==> src/rtl/mem_pkg.sv <==
// Shared memory-side constants and the vector loader state encoding.
package mem_pkg;

  localparam int ADDR_WIDTH = 16;
  localparam int DATA_WIDTH = 64;
  localparam int WORD_BYTES = 8;
  localparam int ALIGN_BITS = $clog2(WORD_BYTES);

  // Low address bits that must be zero for an aligned 64-bit access
  localparam logic [ALIGN_BITS-1:0] ALIGN_MASK = '1;

  typedef enum logic [1:0] {
    ST_IDLE,
    ST_REQ,
    ST_GAP,
    ST_DRAIN
  } load_state_t;

  function automatic logic word_aligned(input logic [ALIGN_BITS-1:0] low_bits);
    return (low_bits & ALIGN_MASK) == '0;
  endfunction

endpackage

==> src/rtl/vector_load_unit_if.sv <==
// Memory read port and downstream element stream of the vector loader.
interface vector_load_unit_if #(
  parameter int ADDR_WIDTH = mem_pkg::ADDR_WIDTH,
  parameter int DATA_WIDTH = mem_pkg::DATA_WIDTH
) ();

  logic                  mem_read_enable;
  logic [ADDR_WIDTH-1:0] mem_address;
  logic [DATA_WIDTH-1:0] mem_read_data;
  logic                  mem_ready;
  logic                  out_valid;
  logic                  out_ready;
  logic [DATA_WIDTH-1:0] out_data;
  logic                  out_last;

  modport master (
    output mem_read_enable, mem_address,
    input  mem_read_data, mem_ready,
    output out_valid, out_data, out_last,
    input  out_ready
  );

  modport slave (
    input  mem_read_enable, mem_address,
    output mem_read_data, mem_ready,
    input  out_valid, out_data, out_last,
    output out_ready
  );

endinterface

==> src/rtl/sync_fifo.sv <==
// First-word fall-through FIFO; push and pop may coincide at any occupancy.
module sync_fifo #(
  parameter int WIDTH = 8,
  parameter int DEPTH = 4
) (
  input  logic             clk,
  input  logic             reset_n,
  input  logic             push,
  input  logic [WIDTH-1:0] push_data,
  input  logic             pop,
  output logic [WIDTH-1:0] pop_data,
  output logic             full,
  output logic             empty
);

  localparam int PTR_W = $clog2(DEPTH);

  logic [WIDTH-1:0] mem_reg [DEPTH];
  logic [PTR_W-1:0] wr_ptr_reg;
  logic [PTR_W-1:0] rd_ptr_reg;
  logic [PTR_W:0]   count_reg;
  logic             do_push;
  logic             do_pop;

  assign full     = (count_reg == (PTR_W+1)'(DEPTH));
  assign empty    = (count_reg == '0);
  assign do_pop   = pop && !empty;
  assign do_push  = push && (!full || do_pop);
  assign pop_data = mem_reg[rd_ptr_reg];

  // Storage is cleared on reset so the head reads zero while empty
  generate
    for (genvar gi = 0; gi < DEPTH; gi++) begin : g_entry
      always_ff @(posedge clk or negedge reset_n) begin
        if (!reset_n) begin
          mem_reg[gi] <= '0;
        end else if (do_push && (wr_ptr_reg == PTR_W'(gi))) begin
          mem_reg[gi] <= push_data;
        end
      end
    end
  endgenerate

  always_ff @(posedge clk or negedge reset_n) begin
    if (!reset_n) begin
      wr_ptr_reg <= '0;
      rd_ptr_reg <= '0;
      count_reg  <= '0;
    end else begin
      if (do_push) wr_ptr_reg <= wr_ptr_reg + PTR_W'(1);
      if (do_pop)  rd_ptr_reg <= rd_ptr_reg + PTR_W'(1);
      case ({do_push, do_pop})
        2'b10:   count_reg <= count_reg + (PTR_W+1)'(1);
        2'b01:   count_reg <= count_reg - (PTR_W+1)'(1);
        default: count_reg <= count_reg;
      endcase
    end
  end

endmodule

==> src/rtl/vector_load_unit.sv <==
// Strided vector reader: one outstanding memory read at a time, results
// buffered in a small FIFO and streamed out with a last-element marker.
module vector_load_unit #(
  parameter int ADDR_WIDTH = mem_pkg::ADDR_WIDTH,
  parameter int DATA_WIDTH = mem_pkg::DATA_WIDTH,
  parameter int LEN_WIDTH  = 16,
  parameter int FIFO_DEPTH = 4
) (
  input  logic                  clk,
  input  logic                  reset_n,
  input  logic                  start,
  input  logic [ADDR_WIDTH-1:0] base_addr,
  input  logic [ADDR_WIDTH-1:0] stride,
  input  logic [LEN_WIDTH-1:0]  length,
  output logic                  busy,
  output logic                  done,
  output logic                  error,
  vector_load_unit_if.master    bus
);

  import mem_pkg::*;

  load_state_t           state_reg;
  logic [ADDR_WIDTH-1:0] stride_reg;
  logic [LEN_WIDTH-1:0]  len_reg;
  logic [LEN_WIDTH-1:0]  issued_reg;

  logic                  push;
  logic                  push_last;
  logic                  pop;
  logic                  pop_last;
  logic                  fifo_full;
  logic                  fifo_empty;
  logic [DATA_WIDTH:0]   fifo_head;

  assign push      = (state_reg == ST_REQ) && bus.mem_read_enable && bus.mem_ready;
  assign push_last = ((issued_reg + LEN_WIDTH'(1)) == len_reg);
  assign pop       = bus.out_valid && bus.out_ready;
  assign pop_last  = pop && bus.out_last;

  sync_fifo #(
    .WIDTH (DATA_WIDTH + 1),
    .DEPTH (FIFO_DEPTH)
  ) u_fifo (
    .clk       (clk),
    .reset_n   (reset_n),
    .push      (push),
    .push_data ({push_last, bus.mem_read_data}),
    .pop       (pop),
    .pop_data  (fifo_head),
    .full      (fifo_full),
    .empty     (fifo_empty)
  );

  assign bus.out_valid = !fifo_empty;
  assign bus.out_last  = fifo_head[DATA_WIDTH];
  assign bus.out_data  = fifo_head[DATA_WIDTH-1:0];

  always_ff @(posedge clk or negedge reset_n) begin
    if (!reset_n) begin
      state_reg           <= ST_IDLE;
      stride_reg          <= '0;
      len_reg             <= '0;
      issued_reg          <= '0;
      busy                <= 1'b0;
      done                <= 1'b0;
      error               <= 1'b0;
      bus.mem_read_enable <= 1'b0;
      bus.mem_address     <= '0;
    end else begin
      done  <= 1'b0;
      error <= 1'b0;
      case (state_reg)
        ST_IDLE: begin
          if (start) begin
            stride_reg <= stride;
            len_reg    <= length;
            issued_reg <= '0;
            if (!word_aligned(base_addr[ALIGN_BITS-1:0]) ||
                !word_aligned(stride[ALIGN_BITS-1:0])) begin
              error <= 1'b1;
            end else if (length == '0) begin
              done <= 1'b1;
            end else begin
              state_reg           <= ST_REQ;
              busy                <= 1'b1;
              bus.mem_read_enable <= 1'b1;
              bus.mem_address     <= base_addr;
            end
          end
        end
        ST_REQ: begin
          if (bus.mem_ready) begin
            bus.mem_read_enable <= 1'b0;
            bus.mem_address     <= bus.mem_address + stride_reg;
            issued_reg          <= issued_reg + LEN_WIDTH'(1);
            state_reg           <= ST_GAP;
          end
        end
        ST_GAP: begin
          // The final element may already be consumed during this gap cycle
          if (issued_reg == len_reg) begin
            if (pop_last) begin
              state_reg <= ST_IDLE;
              busy      <= 1'b0;
              done      <= 1'b1;
            end else begin
              state_reg <= ST_DRAIN;
            end
          end else if (!fifo_full) begin
            state_reg           <= ST_REQ;
            bus.mem_read_enable <= 1'b1;
          end
        end
        ST_DRAIN: begin
          if (pop_last) begin
            state_reg <= ST_IDLE;
            busy      <= 1'b0;
            done      <= 1'b1;
          end
        end
        default: state_reg <= ST_IDLE;
      endcase
    end
  end

endmodule

==> src/flat_wrapper.sv <==
// flat-port wrapper written by rule: the top's interface ports become plain ports
module vector_load_unit_flat import mem_pkg::*;
#(
  parameter int ADDR_WIDTH = mem_pkg::ADDR_WIDTH,
  parameter int DATA_WIDTH = mem_pkg::DATA_WIDTH,
  parameter int LEN_WIDTH  = 16,
  parameter int FIFO_DEPTH = 4
)
  (clk, reset_n, start, base_addr, stride, length, busy, done, error, bus_mem_read_enable, bus_mem_address, bus_mem_read_data, bus_mem_ready, bus_out_valid, bus_out_data, bus_out_last, bus_out_ready);
  vector_load_unit_if #(.ADDR_WIDTH(ADDR_WIDTH), .DATA_WIDTH(DATA_WIDTH)) bus_i ();
  input  logic clk;
  input  logic reset_n;
  input  logic start;
  input  logic [ADDR_WIDTH-1:0] base_addr;
  input  logic [ADDR_WIDTH-1:0] stride;
  input  logic [LEN_WIDTH-1:0] length;
  output logic busy;
  output logic done;
  output logic error;
  output wire logic [$bits(bus_i.mem_read_enable)-1:0] bus_mem_read_enable;
  output wire logic [$bits(bus_i.mem_address)-1:0] bus_mem_address;
  input wire logic [$bits(bus_i.mem_read_data)-1:0] bus_mem_read_data;
  input wire logic [$bits(bus_i.mem_ready)-1:0] bus_mem_ready;
  output wire logic [$bits(bus_i.out_valid)-1:0] bus_out_valid;
  output wire logic [$bits(bus_i.out_data)-1:0] bus_out_data;
  output wire logic [$bits(bus_i.out_last)-1:0] bus_out_last;
  input wire logic [$bits(bus_i.out_ready)-1:0] bus_out_ready;
  assign bus_mem_read_enable = bus_i.mem_read_enable;
  assign bus_mem_address = bus_i.mem_address;
  assign bus_i.mem_read_data = bus_mem_read_data;
  assign bus_i.mem_ready = bus_mem_ready;
  assign bus_out_valid = bus_i.out_valid;
  assign bus_out_data = bus_i.out_data;
  assign bus_out_last = bus_i.out_last;
  assign bus_i.out_ready = bus_out_ready;
  vector_load_unit #(.ADDR_WIDTH(ADDR_WIDTH), .DATA_WIDTH(DATA_WIDTH), .LEN_WIDTH(LEN_WIDTH), .FIFO_DEPTH(FIFO_DEPTH)) u_core (.clk(clk), .reset_n(reset_n), .start(start), .base_addr(base_addr), .stride(stride), .length(length), .busy(busy), .done(done), .error(error), .bus(bus_i));
endmodule
==> config.mk <==
export PLATFORM = sky130hd
export DESIGN_NAME = vector_load_unit_flat
export DESIGN_NICKNAME = d
export VERILOG_FILES = /design/src/rtl/mem_pkg.sv /design/src/rtl/vector_load_unit_if.sv /design/src/rtl/sync_fifo.sv /design/src/rtl/vector_load_unit.sv /design/src/flat_wrapper.sv
export SDC_FILE = /design/constraint.sdc
export NUM_CORES = 1
export LEC_CHECK = 0
export CAP_MARGIN = 40
export CORE_UTILIZATION = 57
export DETAILED_ROUTE_END_ITERATION = 10
export DONT_BUFFER_PORTS = 1
export PLACE_DENSITY = 0.72
export SLEW_MARGIN = 20
export SYNTH_ARGS = -nofsm -noshare
export SYNTH_HDL_FRONTEND = slang
export SYNTH_SLANG_ARGS = --single-unit
export TNS_END_PERCENT = 30
==> constraint.sdc <==
create_clock -name clk -period 5.3 [get_ports clk]
set_input_delay 1.06 -clock clk [delete_from_list [all_inputs] [get_ports clk]]
set_output_delay 1.06 -clock clk [all_outputs]
set_load 0.01 [all_outputs]
==> results of run 1 <==
==> cells by family after synthesis <==
group,count (synthesis)
adder cells (fa/ha/maj),22
flip-flops,337
AO/OA/AOI/OAI,122
XOR/XNOR,38
buffers and inverters,85
multiplexers,331
AND/OR/NAND/NOR,263
==> cells in the final DEF (no fill, tap or decap), drive strengths merged, types with 20 or more instances in the layout <==
master,instances
o21ai,42
nor2,31
clkbuf,60
a21oi,30
nand2,152
xnor2,29
nand3,21
ha,20
mux4,65
mux2,256
dfrtp,337
==> routing by layer <==
layer,vias up,wire length [µm]
met5,-,0
met4,0,737
met3,46,2480
met2,231,15500
met1,4846,13900
li1,4314,-
==> path summary, 6_finish.rpt <==
| path | start | end | cells past startpoint |
|---|---|---|---|
| max in group asynchronous | reset_n | u_core.u_fifo.count_reg[2]$_DFFE_PN0P_ | 0 |
| hold reg to reg | u_core.stride_reg[3]$_DFFE_PN0P_ | u_core.stride_reg[3]$_DFFE_PN0P_ | 2 |
| setup / recovery | u_core.state_reg[1]$_DFFE_PN0P_ | u_core.u_fifo.mem_reg[139]$_DFFE_PN0P_ | 6 |
| setup reg to reg | u_core.state_reg[1]$_DFFE_PN0P_ | u_core.u_fifo.mem_reg[139]$_DFFE_PN0P_ | 6 |
| min in group clk | u_core.stride_reg[3]$_DFFE_PN0P_ | u_core.stride_reg[3]$_DFFE_PN0P_ | 2 |
| hold / removal | reset_n | u_core.len_reg[4]$_DFFE_PN0P_ | 0 |
==> critical path, delay by kind of cell, from the launching register on <==
kind,cells,cell delay (ns)
compound gates,1,0.69
flops,1,0.43
buf+inv,1,0.35
simple gates,3,1.43
mux,1,0.30
==> power groups by stage <==
stage | clock network [mW] | registers [mW] | logic (mW)
after CTS | 2.52 | 4.61 | 4.29
final | 2.47 | 4.54 | 4.37
after floorplan | 0 | 4.24 | 3.71
after global placement | 0 | 4.64 | 4.07
after global routing | 2.63 | 4.70 | 4.76
after detailed placement | 0 | 4.65 | 4.28
==> per-stage QoR <==
stage / hold slack [ns] / total power, mW
global placement: 0.459 / 8.72
detailed placement: 0.467 / 8.93
global route: 0.232 / 12.1
CTS: 0.241 / 11.4
floorplan: 0.445 / 7.95
finish: 0.252 / 11.4
==> final cells by class <==
cell class                      instances  area, µm²  share of cell area [%]
Sequential cell                       337       8440                    48.5
Clock inverter                          4       23.8                   0.136
Inverter                               16       60.1                   0.345
Multi-Input combinational cell        776       7060                    40.5
Timing Repair Buffer                   12        219                    1.26
Tap cell                              372        465                    2.67
Clock buffer                           60       1150                    6.63
==> impl_metrics.json, run 1 <==
{
  "outcome": "complete, no violations",
  "die_width_um": 169,
  "tritoncts.num_buffers": 37,
  "setup.worst_path.start_class": "register",
  "route.detailed.wl_per_inst_um": 20.7,
  "endpoint_kind": "register",
  "synth_async_sr_flop_share_pct": 100,
  "cts-resized-gates": 0,
  "max-vdd-ir-drop_mv": 0.302,
  "finalCriticalPeriod_ns": 3.34,
  "detailedPlace.worstSlack_ns": 1.90,
  "ff2ff_setup_slack_ns": 1.96,
  "stdcell_area_um2": 17400,
  "cts_num_sinks": 337,
  "utilization_pct": 64.1,
  "postSynthCellCount": 1198,
  "met2_usage_pct": 37.4,
  "count_of_flip_flops_with_a_built_in_enable_after_synthesis": 0,
  "route.antenna.remaining_nets": 0,
  "synth_seq_area_share_pct": 53.0,
  "synth-simple-area-share_pct": 7.38,
  "insertedDiodeCount": 0,
  "most_heavily_used_metal_layer_in_global_routing": "met2",
  "place.detailed.instances": 1510,
  "placeableCoreArea_um2": 27200,
  "dp_wirelength_mm": 21.2,
  "area_growth_syn_to_layout_pct": 9.49,
  "synth_area_leader_cell": "dfrtp_1",
  "route.final.wire_length_mm": 32.6,
  "remaining_drc_errors": 0,
  "global_route.usage.met1_pct": 31.5,
  "hold_violations": 0,
  "final.setup.worst_slack_ns": 1.96,
  "holdCritPathClass": "primary input to asynchronous set/reset pin",
  "place_area_um2": 16200,
  "power.density_cell_area_nw_per_um2": 653,
  "grtUsageMet3_pct": 6.55,
  "rsz0062_at_grt": "false",
  "cp.arrival_ns": 3.73,
  "cts.path.max_buffers": 3,
  "synth_area_um2": 15900,
  "yosys-mux-area-fraction_pct": 27.9,
  "synth_area_leaders": "dfrtp_1 (53%), mux2_2 (18%), mux4_2 (9.2%)",
  "post_synthesis_adder_cell_area_fraction_pct": 1.82,
  "yosysWarningCount": 0,
  "cts_setup_buffers": 0,
  "comb_power_share_pct": 38.4,
  "gpl.final_weighted_congestion": 0.863,
  "port-buffer-count": 0,
  "clk_pin_slew_ns": 0.06,
  "clk_root_buffer_cell": "clkbuf_16",
  "die_y_um": 169,
  "syn_avg_cell_area_um2": 13.3,
  "final-max-slew-violation-count": 0,
  "synth-compound-area-share_pct": 4.81,
  "cts_hold_buffers": 0,
  "internal_power_mw": 7.54,
  "setup-violations-final": 0,
  "yosys.cell_types.count": 58,
  "number_of_cells_in_the_finished_layout_apart_from_fillers": 1577,
  "n_fill_cell": 1989,
  "share_of_final_layout_standard_cells_stronger_than_drive_strength_1_pct": 33.0,
  "crit_path_cell_trace": "and2b_1 -> nand2_1 -> a211oi_4 -> nand2_4 -> buf_12 -> mux2_2",
  "grt_start_max_net_pins": 338,
  "post-synth-top-area-fraction_pct": 53.0,
  "post-synth-top-count-cell": "dfrtp_1",
  "ys_top_cells_by_count": "dfrtp_1 (337), mux2_2 (256), nand2_1 (152), mux4_2 (65), o21ai_0 (42)",
  "synth_top_family_by_area": "multiplexers",
  "dr.first_iter.drc_count": 631,
  "ffs_latches_synth": 337,
  "postSynthNetCount": 1337,
  "antenna_violations_before_repair": 0,
  "largest_register_ffs": 260,
  "first_global_vias": 9760,
  "starting_density_pct": 58.5,
  "power_leakage_nw": 7.73,
  "tightestPinTransition_ns": 0.785,
  "clock_insertion_delay_worst_skew_ns": 0.51,
  "via_per_inst": 5.98,
  "max_clock_freq_mhz": 300,
  "seqPwrFrac_pct": 39.9,
  "cp_max_fo": 40,
  "critical_path_class": "register to register",
  "maxCapViolCount": 0,
  "clock_skew_ns": 0.0121,
  "slowest_delay_ns": 0.69,
  "cts_tree": "yes",
  "ys_dominant_reg_cell": "dfrtp_1",
  "sw_share_pct": 33.7,
  "switching_power_mw": 3.84,
  "die_area_um2": 28600,
  "data_required_time_of_the_critical_path_ns": 5.69,
  "detailed_router_iteration_count_before_antenna_repair": 5,
  "grt_pass1_wl_mm": 52.7,
  "grt_use_total_pct": 23.4,
  "fin_tns_setup_ns": 0,
  "row_count": 60,
  "grt-ovfl-total": 0,
  "synth_xor_area_share_pct": 2.18,
  "timing.max_slew.rel_slack_pct": 47.7,
  "cts.htree.levels": 2,
  "critical-path-slowest-cell": "a211oi_4",
  "clkPwrFrac_pct": 21.7,
  "vias": 9437,
  "ioPinCount": 203,
  "period_share_pct": 63.0,
  "nets": 1319
}
(Power assumes the default switching activity.)
==> run 2, diff against run 1 <==
- clock period: 5.3 -> 3.15 ns (I/O delays scaled with it)
==> run 2 against run 1 <==
Net effect:
- the flow now finishes with violations (hold timing)
- non-clock buffer count up 5
- hold slack lost 0.44 ns
- die area is the same
- sequential power rose by 67%
- clock skew increased by 0.0029 ns
- power is 67% higher
- highest routed layer unchanged
- largest power group unchanged
- combinational power rose by 70%
- first-iteration DRC count fell by 0.79%
- register-to-register slack lost 1.4 ns
==> impl_metrics.json, run 2 (synthesized netlist as in run 1, its figures left out) <==
{
  "port-buffer-count": 0,
  "clock_insertion_delay_worst_skew_ns": 0.51,
  "ff2ff_setup_slack_ns": 0.56,
  "place_area_um2": 16200,
  "starting_density_pct": 58.5,
  "final.setup.worst_slack_ns": 0.558,
  "total_power_mw": 19.1,
  "timing.critical_path.buf_inv": 0,
  "setup.worst_path.start": "u_core.bus.mem_address[0]$_DFFE_PN0P_",
  "share_of_final_layout_standard_cells_stronger_than_drive_strength_1_pct": 33.2,
  "placeableCoreArea_um2": 27200,
  "final-max-slew-violation-count": 0,
  "slowest_delay_ns": 0.44,
  "detailedPlace.worstSlack_ns": 0.592,
  "row_count": 60,
  "route.final.wire_length_mm": 32.8,
  "holdCritPathClass": "primary input to asynchronous set/reset pin",
  "timing.max_slew.rel_slack_pct": 36.3,
  "tightestPinTransition_ns": 0.956,
  "largest_register_ffs": 260,
  "gpl.final_weighted_congestion": 0.864,
  "grt-ovfl-total": 0,
  "maxCapViolCount": 0,
  "grt_start_max_net_pins": 338,
  "vias": 9601,
  "die_area_um2": 28600,
  "finalCriticalPeriod_ns": 2.59,
  "power_leakage_nw": 7.69,
  "ioPinCount": 203,
  "cts_num_sinks": 337,
  "dp_wirelength_mm": 21.3,
  "power.density_cell_area_nw_per_um2": 1100,
  "cts-resized-gates": 0,
  "route.detailed.wl_per_inst_um": 20.8,
  "crit_family": "compound AO/OA/AOI/OAI gates",
  "tritoncts.num_buffers": 36,
  "cts.path.max_buffers": 3,
  "cts.htree.levels": 2,
  "nets": 1323,
  "mostFrequentLayoutCells": "dfrtp_1 (335), mux2_2 (256), nand2_1 (147)",
  "clk_pin_slew_ns": 0.06,
  "remaining_drc_errors": 0,
  "failed_checks": "hold timing",
  "antenna_violations_before_repair": 0,
  "area_growth_syn_to_layout_pct": 9.04,
  "grt_use_total_pct": 23.7,
  "clock_skew_ns": 0.0150,
  "cts_tree": "yes",
  "detailed_router_iteration_count_before_antenna_repair": 4,
  "max_clock_freq_mhz": 386,
  "timing.critical_path.mode_cell": "a21oi_1",
  "critical_path_class": "register to register",
  "place.detailed.instances": 1517,
  "rsz0062_at_grt": "false",
  "crit-reg2reg-launch": "u_core.bus.mem_address[0]$_DFFE_PN0P_",
  "cp_max_fo": 4,
  "dr.first_iter.drc_count": 626,
  "clk_root_buffer_cell": "clkbuf_16",
  "die_y_um": 169,
  "outcome": "finished, violations left",
  "crit_path_cell_trace": "ha_1 -> fa_1 -> a21oi_1 -> o22ai_1 -> o21ai_0 -> a21oi_1 -> o41ai_1 -> a221oi_1",
  "critical-path-slowest-cell": "fa_1",
  "endpoint_kind": "register",
  "cts_setup_buffers": 0,
  "insertedDiodeCount": 0,
  "setup.worst_path.start_class": "register",
  "first_global_vias": 9941,
  "cp.arrival_ns": 2.97,
  "mostFrequentLayoutCell": "dfrtp_1",
  "utilization_pct": 63.8,
  "route.antenna.remaining_nets": 0,
  "stdcell_area_um2": 17300,
  "data_required_time_of_the_critical_path_ns": 3.52,
  "number_of_cells_in_the_finished_layout_apart_from_fillers": 1577,
  "die_width_um": 169,
  "setup-violations-final": 0,
  "fin_tns_setup_ns": 0,
  "via_per_inst": 6.09,
  "whs_ns": -0.186,
  "hold_violations": 197,
  "max-vdd-ir-drop_mv": 0.626,
  "grt_pass1_wl_mm": 53.3,
  "period_share_pct": 82.3
}
-- run 2: area by class of cell --
type	instances	area (µm²)
well taps	372	465
multi-input cells	776	7060
clock buffers	50	1010
fillers	2030	9830
repair buffers	17	206
flip-flops and latches	337	8440
inverters	16	60.1
clock inverters	9	105
-- run 2: layer usage --
metal	vias to the layer above	track usage, %	wire length, µm
met5	-	0	0
met4	0	7.21	833
met3	58	6.92	2440
met2	246	38.2	15600
met1	4985	31.3	14000
li1	4312	-	-
-- run 2: worst paths after layout --
path,to,cells past startpoint
max,u_core.bus.mem_address[12]$_DFFE_PN0P_,8
min,u_core.issued_reg[4]$_DFFE_PN0P_,0
max reg2reg,u_core.bus.mem_address[12]$_DFFE_PN0P_,8
min reg2reg,u_core.u_fifo.mem_reg[194]$_DFFE_PN0P_,2
max in group asynchronous,u_core.u_fifo.mem_reg[91]$_DFFE_PN0P_,0
min in group clk,u_core.stride_reg[13]$_DFFE_PN0P_,2
-- run 2: power by group --
part	leakage (nW)	switching [mW]	internal [mW]
clock network	0.548	1.64	2.41
logic	2.97	3.58	3.87
registers	4.18	1.24	6.33
